`src/rtl/mem_access_stage.sv`:
```
// MEM pipeline stage: runs one load/store per accepted instruction on the data-SRAM bus.
// Hands WB the raw read word; misaligned accesses are flagged here and never reach the bus.
module mem_access_stage #(
    parameter int unsigned CTRL_W   = 8,
    parameter logic [2:0]  EXC_ADEL = 3'd4,
    parameter logic [2:0]  EXC_ADES = 3'd5
) (
    input  logic              clk,
    input  logic              rst,
    input  logic              in_valid,
    output logic              in_ready,
    input  logic [31:0]       aluout_in,
    input  logic [31:0]       store_data,
    input  logic [2:0]        mem_type,
    input  logic              mem_read,
    input  logic              mem_write,
    input  logic [2:0]        exception_in,
    input  logic [CTRL_W-1:0] ctrl_in,
    input  logic              flush,
    output logic              stall_out,
    output logic              data_req,
    output logic              data_wr,
    output logic [1:0]        data_size,
    output logic [31:0]       data_addr,
    output logic [3:0]        data_wstrb,
    output logic [31:0]       data_wdata,
    input  logic              data_addr_ok,
    input  logic              data_data_ok,
    input  logic [31:0]       data_rdata,
    output logic              out_valid,
    output logic [31:0]       aluout,
    output logic [31:0]       Memdata,
    output logic [2:0]        MemReadTypeW,
    output logic              MemWriteW,
    output logic [2:0]        exception_out,
    output logic [CTRL_W-1:0] ctrl_out
);

    typedef enum logic [1:0] {StIdle, StAddr, StData} state_e;

    state_e      r_state, w_state_next;
    logic        r_drop, w_drop_next;
    logic [31:0] r_addr, r_wdata;
    logic [3:0]  r_wstrb;
    logic [1:0]  r_size;
    logic        r_wr, r_rd;

    logic        w_accept, w_is_mem, w_misaligned, w_mis_exc, w_bypass, w_start, w_done;
    logic [3:0]  w_wstrb;
    logic [31:0] w_wdata;

    assign in_ready     = (r_state == StIdle) && !flush;
    assign stall_out    = (r_state != StIdle);
    assign w_accept     = in_valid && in_ready;
    assign w_is_mem     = mem_read || mem_write;
    assign w_misaligned = ((mem_type[1:0] == 2'b01) && aluout_in[0]) ||
                          ((mem_type[1:0] == 2'b10) && (aluout_in[1:0] != 2'b00));
    assign w_mis_exc    = w_is_mem && w_misaligned;
    // Anything that cannot legally touch the bus completes in one cycle from IDLE.
    assign w_bypass     = !w_is_mem || (exception_in != 3'd0) || w_misaligned;
    assign w_start      = w_accept && !w_bypass;
    assign w_done       = (r_state == StData) && data_data_ok;

    assign data_req   = (r_state == StAddr);
    assign data_wr    = r_wr;
    assign data_size  = r_size;
    assign data_addr  = r_addr;
    assign data_wstrb = r_wstrb;
    assign data_wdata = r_wdata;

    always_comb begin
        w_wstrb = 4'b1111;
        w_wdata = store_data;
        case (mem_type[1:0])
            2'b00: begin
                w_wstrb = 4'b0001 << aluout_in[1:0];
                w_wdata = {4{store_data[7:0]}};
            end
            2'b01: begin
                w_wstrb = aluout_in[1] ? 4'b1100 : 4'b0011;
                w_wdata = {2{store_data[15:0]}};
            end
            default: ;
        endcase
    end

    always_comb begin
        w_state_next = r_state;
        w_drop_next  = r_drop;
        case (r_state)
            StIdle: begin
                if (w_start) begin
                    w_state_next = StAddr;
                    w_drop_next  = 1'b0;
                end
            end
            StAddr: begin
                // Once the address is taken the transaction must drain even if killed.
                if (data_addr_ok) begin
                    w_state_next = StData;
                    w_drop_next  = flush;
                end else if (flush) begin
                    w_state_next = StIdle;
                end
            end
            StData: begin
                if (flush) w_drop_next = 1'b1;
                if (data_data_ok) begin
                    w_state_next = StIdle;
                    w_drop_next  = 1'b0;
                end
            end
            default: w_state_next = StIdle;
        endcase
    end

    always_ff @(posedge clk or posedge rst) begin
        if (rst) begin
            r_state <= StIdle;
            r_drop  <= 1'b0;
        end else begin
            r_state <= w_state_next;
            r_drop  <= w_drop_next;
        end
    end

    always_ff @(posedge clk or posedge rst) begin
        if (rst) begin
            r_addr  <= '0;
            r_wdata <= '0;
            r_wstrb <= '0;
            r_size  <= '0;
            r_wr    <= 1'b0;
            r_rd    <= 1'b0;
        end else if (w_start) begin
            r_addr  <= {aluout_in[31:2], 2'b00};
            r_wdata <= w_wdata;
            r_wstrb <= mem_write ? w_wstrb : 4'b0000;
            r_size  <= mem_type[1:0];
            r_wr    <= mem_write;
            r_rd    <= mem_read;
        end
    end

    always_ff @(posedge clk or posedge rst) begin
        if (rst) begin
            out_valid     <= 1'b0;
            aluout        <= '0;
            Memdata       <= '0;
            MemReadTypeW  <= '0;
            MemWriteW     <= 1'b0;
            exception_out <= '0;
            ctrl_out      <= '0;
        end else begin
            out_valid <= 1'b0;
            if (w_accept) begin
                aluout       <= aluout_in;
                Memdata      <= '0;
                MemReadTypeW <= mem_type;
                MemWriteW    <= 1'b0;
                ctrl_out     <= ctrl_in;
                if (w_bypass) begin
                    out_valid <= 1'b1;
                    if (exception_in != 3'd0) begin
                        exception_out <= exception_in;
                    end else if (w_mis_exc) begin
                        exception_out <= mem_read ? EXC_ADEL : EXC_ADES;
                    end else begin
                        exception_out <= 3'd0;
                    end
                end else begin
                    exception_out <= 3'd0;
                end
            end else if (w_done && !r_drop && !flush) begin
                out_valid <= 1'b1;
                Memdata   <= r_rd ? data_rdata : 32'd0;
                MemWriteW <= r_wr;
            end
        end
    end

endmodule

```
`config.mk`:
```
export PLATFORM = sky130hd
export DESIGN_NAME = mem_access_stage
export DESIGN_NICKNAME = d
export VERILOG_FILES = /design/src/rtl/mem_access_stage.sv
export SDC_FILE = /design/constraint.sdc
export NUM_CORES = 1
export LEC_CHECK = 0
export ABC_AREA = 1
export ABC_CLOCK_PERIOD_IN_PS = 16500
export CORE_MARGIN = 5
export CORE_UTILIZATION = 46
export CTS_CLUSTER_DIAMETER = 80
export DETAILED_ROUTE_END_ITERATION = 6
export GPL_TIMING_DRIVEN = 0
export PLACE_DENSITY = 0.93
export SYNTH_ARGS = -nofsm -noshare
export SYNTH_HDL_FRONTEND = slang
export SYNTH_SLANG_ARGS = --single-unit
```
`constraint.sdc`:
```
create_clock -name clk -period 16.5 [get_ports clk]
set_input_delay 3.3 -clock clk [delete_from_list [all_inputs] [get_ports clk]]
set_output_delay 3.3 -clock clk [all_outputs]
set_load 0.03 [all_outputs]
```
======== After elaboration in Yosys (flattened, before gate mapping) ========
Cells that the tools add are included.
Widths: inputs -> output; s select.
operators by class
  equal/unequal tests ..................... 9
  shift operators ......................... 1
  muxes and demuxes ....................... 26
  reductions and logical operators ........ 26
operators by type and width
  cell                 number
  $mux 32              3
  $pmux 32 s2          1
  $mux 1               10
  $logic_and 1x1->1    9
  $mux 3               3
  $mux 2               4
  $mux 4               2
  $pmux 4 s2           1
  $pmux 2 s3           1
  $reduce_bool 2->1    3
  $reduce_bool 3->1    2
  $eq 2x1->1 const B   2
  $eq 2x2->1 const B   2
  $logic_not 1->1      4
  $logic_not 2->1      2
  $logic_or 1x1->1     4
  $ne 2x2->1 const B   2
  $reduce_and 4->1     1
  $shl 1x2->4 const A  1
  $ne 3x2->1 const B   1
  $ne 3x3->1 const B   1
  $pmux 1 s3           1
  $reduce_and 3->1     1
  $ne 2x1->1 const B   1
storage, ports and cells
  register bits after elaboration ......... 153
  input bits .............................. 118
  output and inout port bits .............. 154
  word-level logic and storage cells ...... 77

======== Longest topological paths before layout ========
Gate-level depths: netlist of run 1.
  depth after elaboration ................. 8
  mapped depth ............................ 11
  depth with buffers taken out ............ 11

======== Least setup slack after synthesis of run 1 ========
Ideal clock, no wire load.
  path type ............................... input to output
  from .................................... input flush
  to ...................................... output in_ready
  arrival ................................. 3592 ps
  required time ........................... 13200 ps
  setup slack ............................. 9608 ps
  stages .................................. 1
  buffers on the path ..................... 0
  path through ............................ nor2_2
between the ends
  longest elaborated chain between the ends .. 2
ends and longest elaborated chain
  what                RTL line  RTL
  start: declaration  19        input logic flush,
  $logic_not 1->1     52        assign in_ready = (r_state == StIdle) && !flush;
  $logic_and 1x1->1   52
  end: declaration    11        output logic in_ready,
No other way between the ends.

======== Final worst setup path of run 1 ========
Ends and elaborated chain as after synthesis.

==> results.json, run 1 <==
{
  "synth_top_area_share_pct": 61.59,
  "tns_ns": 0,
  "yosysMostFrequentCell": "nand2_1",
  "insertion_delay_ns": 0.41,
  "core.rowCount": 42,
  "reg2reg_depth": 9,
  "cts_tree": "built",
  "vias": 6011,
  "antenna_found_initial": 0,
  "endpoint_kind": "output pin",
  "hold_viol": 0,
  "tightest_slew_ns": 0.7788,
  "wl_mm": 20.65,
  "num_antenna_cells": 0,
  "crit_start": "flush",
  "rsz0062_at_grt": "no",
  "maxSlewHeadroom_pct": 48.08,
  "maxCapViolations": 0,
  "wl_per_cell_um": 17.51,
  "grt_max_degree": 84,
  "synth_edf_count": 0,
  "clock.fmax_mhz": 126.0,
  "drive_gt1_share_pct": 5.284,
  "leakage_nw": 4.506,
  "maxSlewViolCount": 0,
  "cts_max_level": 4,
  "critPathKind": "in -> out",
  "reg2reg_from": "r_state[0]",
  "fin_crit_sh_pct": 48.11,
  "via_per_inst": 5.098,
  "cts_buffers": 17,
  "ys_warn_count": 0,
  "r2r_end": "Memdata[3]",
  "drc_errors": 4,
  "start_util_pct": 46.94,
  "nNetsFinal": 1113,
  "hold_path_depth": 2,
  "cts_sinks": 153,
  "crit_end": "in_ready",
  "cts_setup_buffers": 0,
  "min-delay-path-class": "reg -> reg",
  "core_mm2": 0.01324,
  "port-buffer-count": 269,
  "r2r_slack_ns": 14.44,
  "placed_cells": 1147,
  "status": "complete, but fails checks",
  "setup_violations": 0,
  "synth_common_cells": "nand2_1 (264), dfrtp_1 (153), o21ai_0 (80)",
  "fin_hold_ws_ns": 0.4790,
  "synth_cell_type_count": 23,
  "synth_cells": 700,
  "worst_ep_arrival_time_ns": 4.64,
  "cp.required_ns": 13.20,
  "syn_area_mm2": 0.006216,
  "drt_pass1_iterations": 7,
  "cts.repair.resized": 0,
  "path_clk_slew_ns": 0.06,
  "ys_ff_latch": 153,
  "failed_checks": "DRC",
  "die_w_um": 126.2,
  "place_congestion": 0.8201,
  "min_period_ns": 7.938,
  "postCtsHoldBufs": 0,
  "ant_nets": 0,
  "die-area_mm2": 0.01594,
  "overflow": 0,
  "grt_pass1_wl_mm": 32.40,
  "yosysSeqAreaShare_pct": 61.59,
  "start_kind": "input port",
  "clock_path_buffers": 2,
  "drt_iter0_markers": 406,
  "synthArstFlopShare_pct": 100.0,
  "io_pins": 272,
  "grt.total_usage_pct": 25.82,
  "skew_ns": 0.006904,
  "power_density_mw_per_mm2": 175.8,
  "yosys.area.top_type": "dfrtp_1",
  "fill_cells": 935,
  "hpwl_mm": 15.21,
  "die_h_um": 126.2,
  "synth_area_per_cell_um2": 8.880,
  "irDropWorstVdd_v": 0.0001261,
  "crit_path_max_fanout": 4,
  "grt_pass1_vias": 6166,
  "synth_ff_type": "dfrtp_1",
  "ys_top_cells_by_area": "dfrtp_1 (62%), nand2_1 (16%), o21ai_0 (6.4%)",
  "area_growth_pct": 57.19,
  "final_cells": 1179,
  "cts-root-buf": "clkbuf_16"
}
## worst max-delay path, cell delays in order
cell and delay [ns]:
clkdlybuf4s50_1 0.50, nor2_2 0.16, clkdlybuf4s50_1 0.68
## layout make-up
type | instances | area [µm²] | area share, %
buffer | 39 | 191.4 | 1.959
clock buffer | 21 | 460.4 | 4.713
clock inverter | 11 | 145.1 | 1.485
inverter | 49 | 188.9 | 1.934
multi-input combinational | 460 | 2016 | 20.63
sequential | 153 | 3829 | 39.19
tap | 176 | 220.2 | 2.254
timing repair buffer | 270 | 2720 | 27.84
## power by group
group / internal, W / total [W] / switching (W)
Clock: 0.000246 / 0.000396 / 0.000150
Combinational: 0.000299 / 0.000748 / 0.000449
Sequential: 0.000499 / 0.000574 / 0.0000744
## cells in the final DEF (no fill, tap or decap), types with 3 or more instances in the layout
cell type,count
bufinv_16,3
a21oi_1,18
inv_1,43
nor2_1,17
nand2_1,264
buf_4,4
dfrtp_1,153
o21ai_1,59
clkbuf_16,17
clkdlybuf4s50_1,269
ha_1,5
o21ai_0,80
buf_6,3
clkbuf_1,28
clkinv_2,3
inv_2,4
clkinvlp_4,3
nand3_1,6
buf_2,6
## through the flow
step	util, %	power (W)	setup WS (ns)	instance area (µm²)
6_report	73.78	0.001718	8.562	9771
5_1_grt	73.78	0.001803	8.560	9771
4_1_cts	73.78	0.001728	8.581	9771
3_5_place_dp	69.21	0.001324	8.588	9165
3_3_place_gp	68.96	0.001303	7.081	9133
2_1_floorplan	-	0.0009693	9.079	6220
## worst min-delay path by stage
stage	startpoint	to
after global placement	data_wdata[1]	data_wdata[1]
after floorplan	r_drop	r_drop
final	data_wdata[1]	data_wdata[1]
after CTS	data_wdata[1]	data_wdata[1]
after detailed placement	data_wdata[1]	data_wdata[1]
after global routing	Memdata[1]	Memdata[1]
## per-layer routing
layer	GRT usage, %	wire length, µm	up-vias
li1	-	-	2804
met1	31.24	7991	2846
met2	43.10	10140	302
met3	7.197	1728	59
met4	11.74	784	0
met5	0	0	-
## logic make-up (layout without fill, tap and decap cells)
family,count (synthesis),in the layout,share of synthesized area (%)
compound gates,159,159,12.88
fa+ha+maj,5,5,1.006
buf+inv,88,390,6.038
flops,153,153,61.59
other cells,1,2,0.06033
simple gates,294,294,18.42
## state kept, by name (all words and copies together) (netlist names), 2 cells and up
| name | count |
|---|---|
| data_size | 2 |
| exception_out | 3 |
| Memdata | 32 |
| data_addr | 30 |
| aluout | 32 |
| r_state | 2 |
| MemReadTypeW | 3 |
| data_wstrb | 4 |
| data_wdata | 32 |
| ctrl_out | 8 |
No activity file was read; power rests on OpenSTA's default activity.
==> run 2, diff against run 1 <==
--- a/config.mk
+++ b/config.mk
@@ -6,13 +6,13 @@
 export NUM_CORES = 1
 export LEC_CHECK = 0
 export ABC_AREA = 1
-export ABC_CLOCK_PERIOD_IN_PS = 16500
+export ABC_CLOCK_PERIOD_IN_PS = 6500
 export CORE_MARGIN = 5
-export CORE_UTILIZATION = 46
+export CORE_UTILIZATION = 38
 export CTS_CLUSTER_DIAMETER = 80
 export DETAILED_ROUTE_END_ITERATION = 6
 export GPL_TIMING_DRIVEN = 0
-export PLACE_DENSITY = 0.93
+export PLACE_DENSITY = 0.82
 export SYNTH_ARGS = -nofsm -noshare
 export SYNTH_HDL_FRONTEND = slang
 export SYNTH_SLANG_ARGS = --single-unit
==> constraint.sdc (replaced) <==
create_clock -name clk -period 6.5 [get_ports clk]
set_input_delay 1.3 -clock clk [delete_from_list [all_inputs] [get_ports clk]]
set_output_delay 1.3 -clock clk [all_outputs]
set_load 0.03 [all_outputs]
==> results.json, run 2 (synthesized netlist as in run 1, its figures left out) <==
{
  "cts_setup_buffers": 0,
  "cts_max_level": 4,
  "placed_cells": 1187,
  "status": "finished, final reports clean",
  "drt_pass1_iterations": 5,
  "die-area_mm2": 0.01902,
  "grt.total_usage_pct": 21.34,
  "postCtsHoldBufs": 0,
  "setup_violations": 0,
  "irDropWorstVdd_v": 0.0002566,
  "maxSlewViolCount": 0,
  "fin_hold_ws_ns": 0.4815,
  "port-buffer-count": 269,
  "endpoint_kind": "output pin",
  "holdPathEnd": "data_wdata[6]",
  "cts_buffers": 17,
  "min_from": "data_wdata[6]",
  "core.rowCount": 46,
  "hold_path_depth": 2,
  "crit_family": "buffers and inverters",
  "antenna_found_initial": 0,
  "die_h_um": 137.9,
  "wl_per_cell_um": 16.62,
  "hold_viol": 0,
  "maxCapViolations": 0,
  "gr-usage-met3_pct": 7.656,
  "min-delay-path-class": "reg -> reg",
  "cts-root-buf": "clkbuf_16",
  "cts_sinks": 153,
  "cp.required_ns": 5.20,
  "via_per_inst": 4.815,
  "r2r_slack_ns": 4.48,
  "cpMostUsedCell": "clkdlybuf4s50_1",
  "place_congestion": 0.8069,
  "cts_tree": "built",
  "drt_iter0_markers": 212,
  "min_period_ns": 3.938,
  "start_kind": "input port",
  "final_cell_mix": "clkdlybuf4s50_1 (269), nand2_1 (264), dfrtp_1 (153)",
  "clock_path_buffers": 2,
  "rsz0062_at_grt": "no",
  "critPathKind": "in -> out",
  "clock.fmax_mhz": 253.9,
  "worst_ep_arrival_time_ns": 2.64,
  "reg2reg_depth": 9,
  "final_cells": 1219,
  "skew_ns": 0.01175,
  "area_growth_pct": 57.89,
  "hpwl_mm": 15.23,
  "max_stage_delay_ns": 0.69,
  "use_met2_pct": 35.11,
  "power_density_mw_per_mm2": 441.0,
  "leakage_nw": 4.502,
  "r2r_end": "Memdata[23]",
  "io_pins": 272,
  "fin_crit_sh_pct": 60.59,
  "reg2reg_from": "r_state[1]",
  "drc_errors": 0,
  "vias": 5869,
  "cts.repair.resized": 0,
  "gr-usage-met1_pct": 25.55,
  "path_buf_inv": 2,
  "power_w": 0.004329,
  "nNetsFinal": 1113,
  "num_antenna_cells": 0,
  "top_usage_layer": "met2",
  "grt_pass1_wl_mm": 31.26,
  "crit_path_max_fanout": 4,
  "path_clk_slew_ns": 0.06,
  "start_util_pct": 38.99,
  "tightest_slew_ns": 0.6921,
  "drive_gt1_share_pct": 5.384,
  "wl_mm": 20.26,
  "critPathSlowestCell": "clkdlybuf4s50_1",
  "overflow": 0,
  "insertion_delay_ns": 0.41,
  "final_common_cell": "clkdlybuf4s50_1",
  "path_cells": "clkdlybuf4s50_1, nor2_2, clkdlybuf4s50_1",
  "ant_nets": 0,
  "grt_pass1_vias": 5941,
  "maxSlewHeadroom_pct": 53.86,
  "grt_max_degree": 83,
  "die_w_um": 137.9,
  "core_mm2": 0.01594
}
==> run 2: through the flow <==
step / worst slack (ns) / utilization, % / TNS (ns) / area, µm²
after global placement: -1.113 / 57.60 / -168.10 / 9183
after CTS: 2.544 / 61.56 / 0 / 9814
after floorplan: 1.079 / - / 0 / 6220
after detailed placement: 2.551 / 57.80 / 0 / 9215
after global routing: 2.527 / 61.56 / 0 / 9814
final: 2.562 / 61.56 / 0 / 9814
==> run 2: power by group <==
part | switching [W] | internal, W
clock network | 0.000404 | 0.000592
logic | 0.00113 | 0.000759
registers | 0.000177 | 0.00127
==> run 2: layout make-up <==
class / count / area, µm²
Multi-Input combinational cell: 460 / 2016
Clock buffer: 20 / 456.7
Tap cell: 216 / 270.3
Buffer: 39 / 191.4
Inverter: 49 / 188.9
Sequential cell: 153 / 3829
Fill cell: 1379 / 6128
Clock inverter: 12 / 142.6
Timing Repair Buffer: 270 / 2720
==> run 2: worst max path at each step <==
stage               start              end  slack, ns  depth (start not counted)
CTS                 flush         in_ready       2.54                          3
detailed placement  flush         in_ready       2.55                          3
global route        flush         in_ready       2.53                          3
finish              flush         in_ready       2.56                          3
floorplan             rst  MemReadTypeW[0]       1.08                          1
global placement      rst  MemReadTypeW[2]      -1.11                          2
==> run 2: worst register-to-register path: stages (launching register included) <==
cell and delay (ns):
dfrtp_1 0.42, inv_1 0.12, ha_1 0.19, inv_1 0.07, nor2_2 0.10, nand2_1 0.13
buf_4 0.21, nand4_2 0.13, clkbuf_1 0.36, o21ai_0 0.16
==> run 2: layer usage <==
layer	part of all wire [%]	up-vias
li1	-	2806
met1	39	2799
met2	48	226
met3	10	38
met4	2.8	0
met5	0	-
==> run 3, diff against run 2 <==
--- a/config.mk
+++ b/config.mk
@@ -6,13 +6,13 @@
 export NUM_CORES = 1
 export LEC_CHECK = 0
 export ABC_AREA = 1
-export ABC_CLOCK_PERIOD_IN_PS = 6500
+export ABC_CLOCK_PERIOD_IN_PS = 3650
 export CORE_MARGIN = 5
-export CORE_UTILIZATION = 38
+export CORE_UTILIZATION = 42
 export CTS_CLUSTER_DIAMETER = 80
 export DETAILED_ROUTE_END_ITERATION = 6
 export GPL_TIMING_DRIVEN = 0
-export PLACE_DENSITY = 0.82
+export PLACE_DENSITY = 0.86
 export SYNTH_ARGS = -nofsm -noshare
 export SYNTH_HDL_FRONTEND = slang
 export SYNTH_SLANG_ARGS = --single-unit
==> constraint.sdc (replaced) <==
create_clock -name clk -period 3.65 [get_ports clk]
set_input_delay 0.73 -clock clk [delete_from_list [all_inputs] [get_ports clk]]
set_output_delay 0.73 -clock clk [all_outputs]
set_load 0.03 [all_outputs]
==> results.json, run 3 (synthesized netlist as in run 1, its figures left out) <==
{
  "placed_cells": 1158,
  "die_h_um": 131.7,
  "fin_hold_ws_ns": 0.4799,
  "wl_met3_mm": 1.640,
  "via_per_inst": 4.925,
  "placedInstanceArea_mm2": 0.009226,
  "start_util_pct": 42.77,
  "area_growth_pct": 58.49,
  "post-place-ws_ns": 0.8704,
  "antenna_found_initial": 0,
  "rsz0062_at_grt": "no",
  "wl_per_cell_um": 17.11,
  "tns_ns": 0,
  "met2WireLength_mm": 9.935,
  "skew_ns": 0.004956,
  "cts.repair.resized": 0,
  "critPathKind": "in -> out",
  "cts_buffers": 17,
  "endpoint_kind": "output pin",
  "cts_sinks": 153,
  "grt_max_degree": 41,
  "drt_iter0_markers": 289,
  "cts_max_level": 4,
  "hpwl_mm": 15.40,
  "clock_path_buffers": 2,
  "cp.required_ns": 2.92,
  "drive_gt1_share_pct": 5.765,
  "overflow": 0,
  "num_antenna_cells": 0,
  "io_pins": 272,
  "worst_ep_arrival_time_ns": 2.05,
  "final_common_cell": "clkdlybuf4s50_1",
  "maxSlewViolCount": 0,
  "setup_violations": 0,
  "insertion_delay_ns": 0.42,
  "path_clk_slew_ns": 0.06,
  "die-area_mm2": 0.01733,
  "irDropWorstVdd_v": 0.0005778,
  "postCtsHoldBufs": 0,
  "reg2reg_from": "r_state[1]",
  "place_congestion": 0.8524,
  "start_kind": "input port",
  "fin_crit_sh_pct": 76.18,
  "min-delay-path-class": "reg -> reg",
  "leakage_nw": 4.531,
  "status": "finished, final reports clean",
  "routed.top_layer": "met4",
  "clock.fmax_mhz": 359.6,
  "power_density_mw_per_mm2": 794.2,
  "crit_start": "flush",
  "ant_nets": 0,
  "wl_mm": 20.37,
  "layout_setup_ws_ns": 0.8693,
  "grt_pass1_vias": 5984,
  "cts-root-buf": "clkbuf_16",
  "cts_setup_buffers": 0,
  "maxSlewHeadroom_pct": 60.29,
  "drc_errors": 0,
  "final_cells": 1190,
  "grt_pass1_wl_mm": 32.09,
  "drt_pass1_iterations": 7,
  "grt.total_usage_pct": 23.23,
  "crit_path_max_fanout": 4,
  "fin_area_mm2": 0.009852,
  "tightest_slew_ns": 0.5935,
  "vias": 5861,
  "cts_tree": "built",
  "met1_length_mm": 8.204,
  "min_from": "data_wdata[4]",
  "port-buffer-count": 269,
  "nNetsFinal": 1116,
  "core_mm2": 0.01453,
  "final_cell_mix": "clkdlybuf4s50_1 (269), nand2_1 (264), dfrtp_1 (153)",
  "core.rowCount": 44,
  "die_w_um": 131.7,
  "maxCapViolations": 0,
  "hold_viol": 0,
  "min_period_ns": 2.781
}
## run 3: changes by cell type in the layout (fill, tap and decap cells not counted)
cell        delta
inv_6          +1
clkinv_4       -2
buf_12         +4
inv_8          +1
clkinvlp_4     +2
clkbuf_1       -1
buf_16         -1
clkbuf_8       -1
bufinv_16      +1
clkinv_2       -1
## run 3: per-stage QoR
| stage | util (%) | total power, W |
|---|---|---|
| 6_report | 67.79 | 0.007824 |
| 5_1_grt | 67.79 | 0.008202 |
| 4_1_cts | 67.79 | 0.007877 |
| 3_5_place_dp | 63.48 | 0.005986 |
| 3_3_place_gp | 62.93 | 0.005901 |
| 2_1_floorplan | - | 0.004382 |
## run 3: final timing paths
check / endpoint / depth (start not counted) / slack, ns
setup / recovery: in_ready / 3 / 0.87
hold / removal: data_wdata[4] / 2 / 0.48
setup reg to reg: Memdata[23] / 9 / 1.62
hold reg to reg: data_wdata[4] / 2 / 0.48
max in group asynchronous: Memdata[4] / 4 / 2.34
min in group asynchronous: data_addr[5] / 2 / 0.59
## run 3: power by group
| part | internal (W) | total [W] | switching (W) |
|---|---|---|---|
| logic | 0.00136 | 0.00337 | 0.00201 |
| registers | 0.00226 | 0.00259 | 0.000332 |
| clock network | 0.00111 | 0.00186 | 0.000752 |
| total | 0.00472 | 0.00782 | 0.00310 |
## run 3: cell type report
| type | instances | area [µm²] |
|---|---|---|
| buffer | 39 | 191.4 |
| clock buffer | 18 | 439.2 |
| clock inverter | 14 | 186.4 |
| fill | 1127 | 4682 |
| inverter | 49 | 187.7 |
| multi-input combinational | 460 | 2016 |
| sequential | 153 | 3829 |
| tap | 184 | 230.2 |
| timing repair buffer | 273 | 2773 |
## run 3: worst max-delay path, stage by stage
cell and delay [ns]:
clkdlybuf4s50_1 0.49, nor2_2 0.15, clkdlybuf4s50_1 0.68
## run 3: layer usage
metal | vias up | global-route usage (%)
li1 | 2795 | -
met1 | 2771 | 28.34
met2 | 252 | 38.49
met3 | 43 | 7.531
met4 | 0 | 8.857
met5 | - | 0
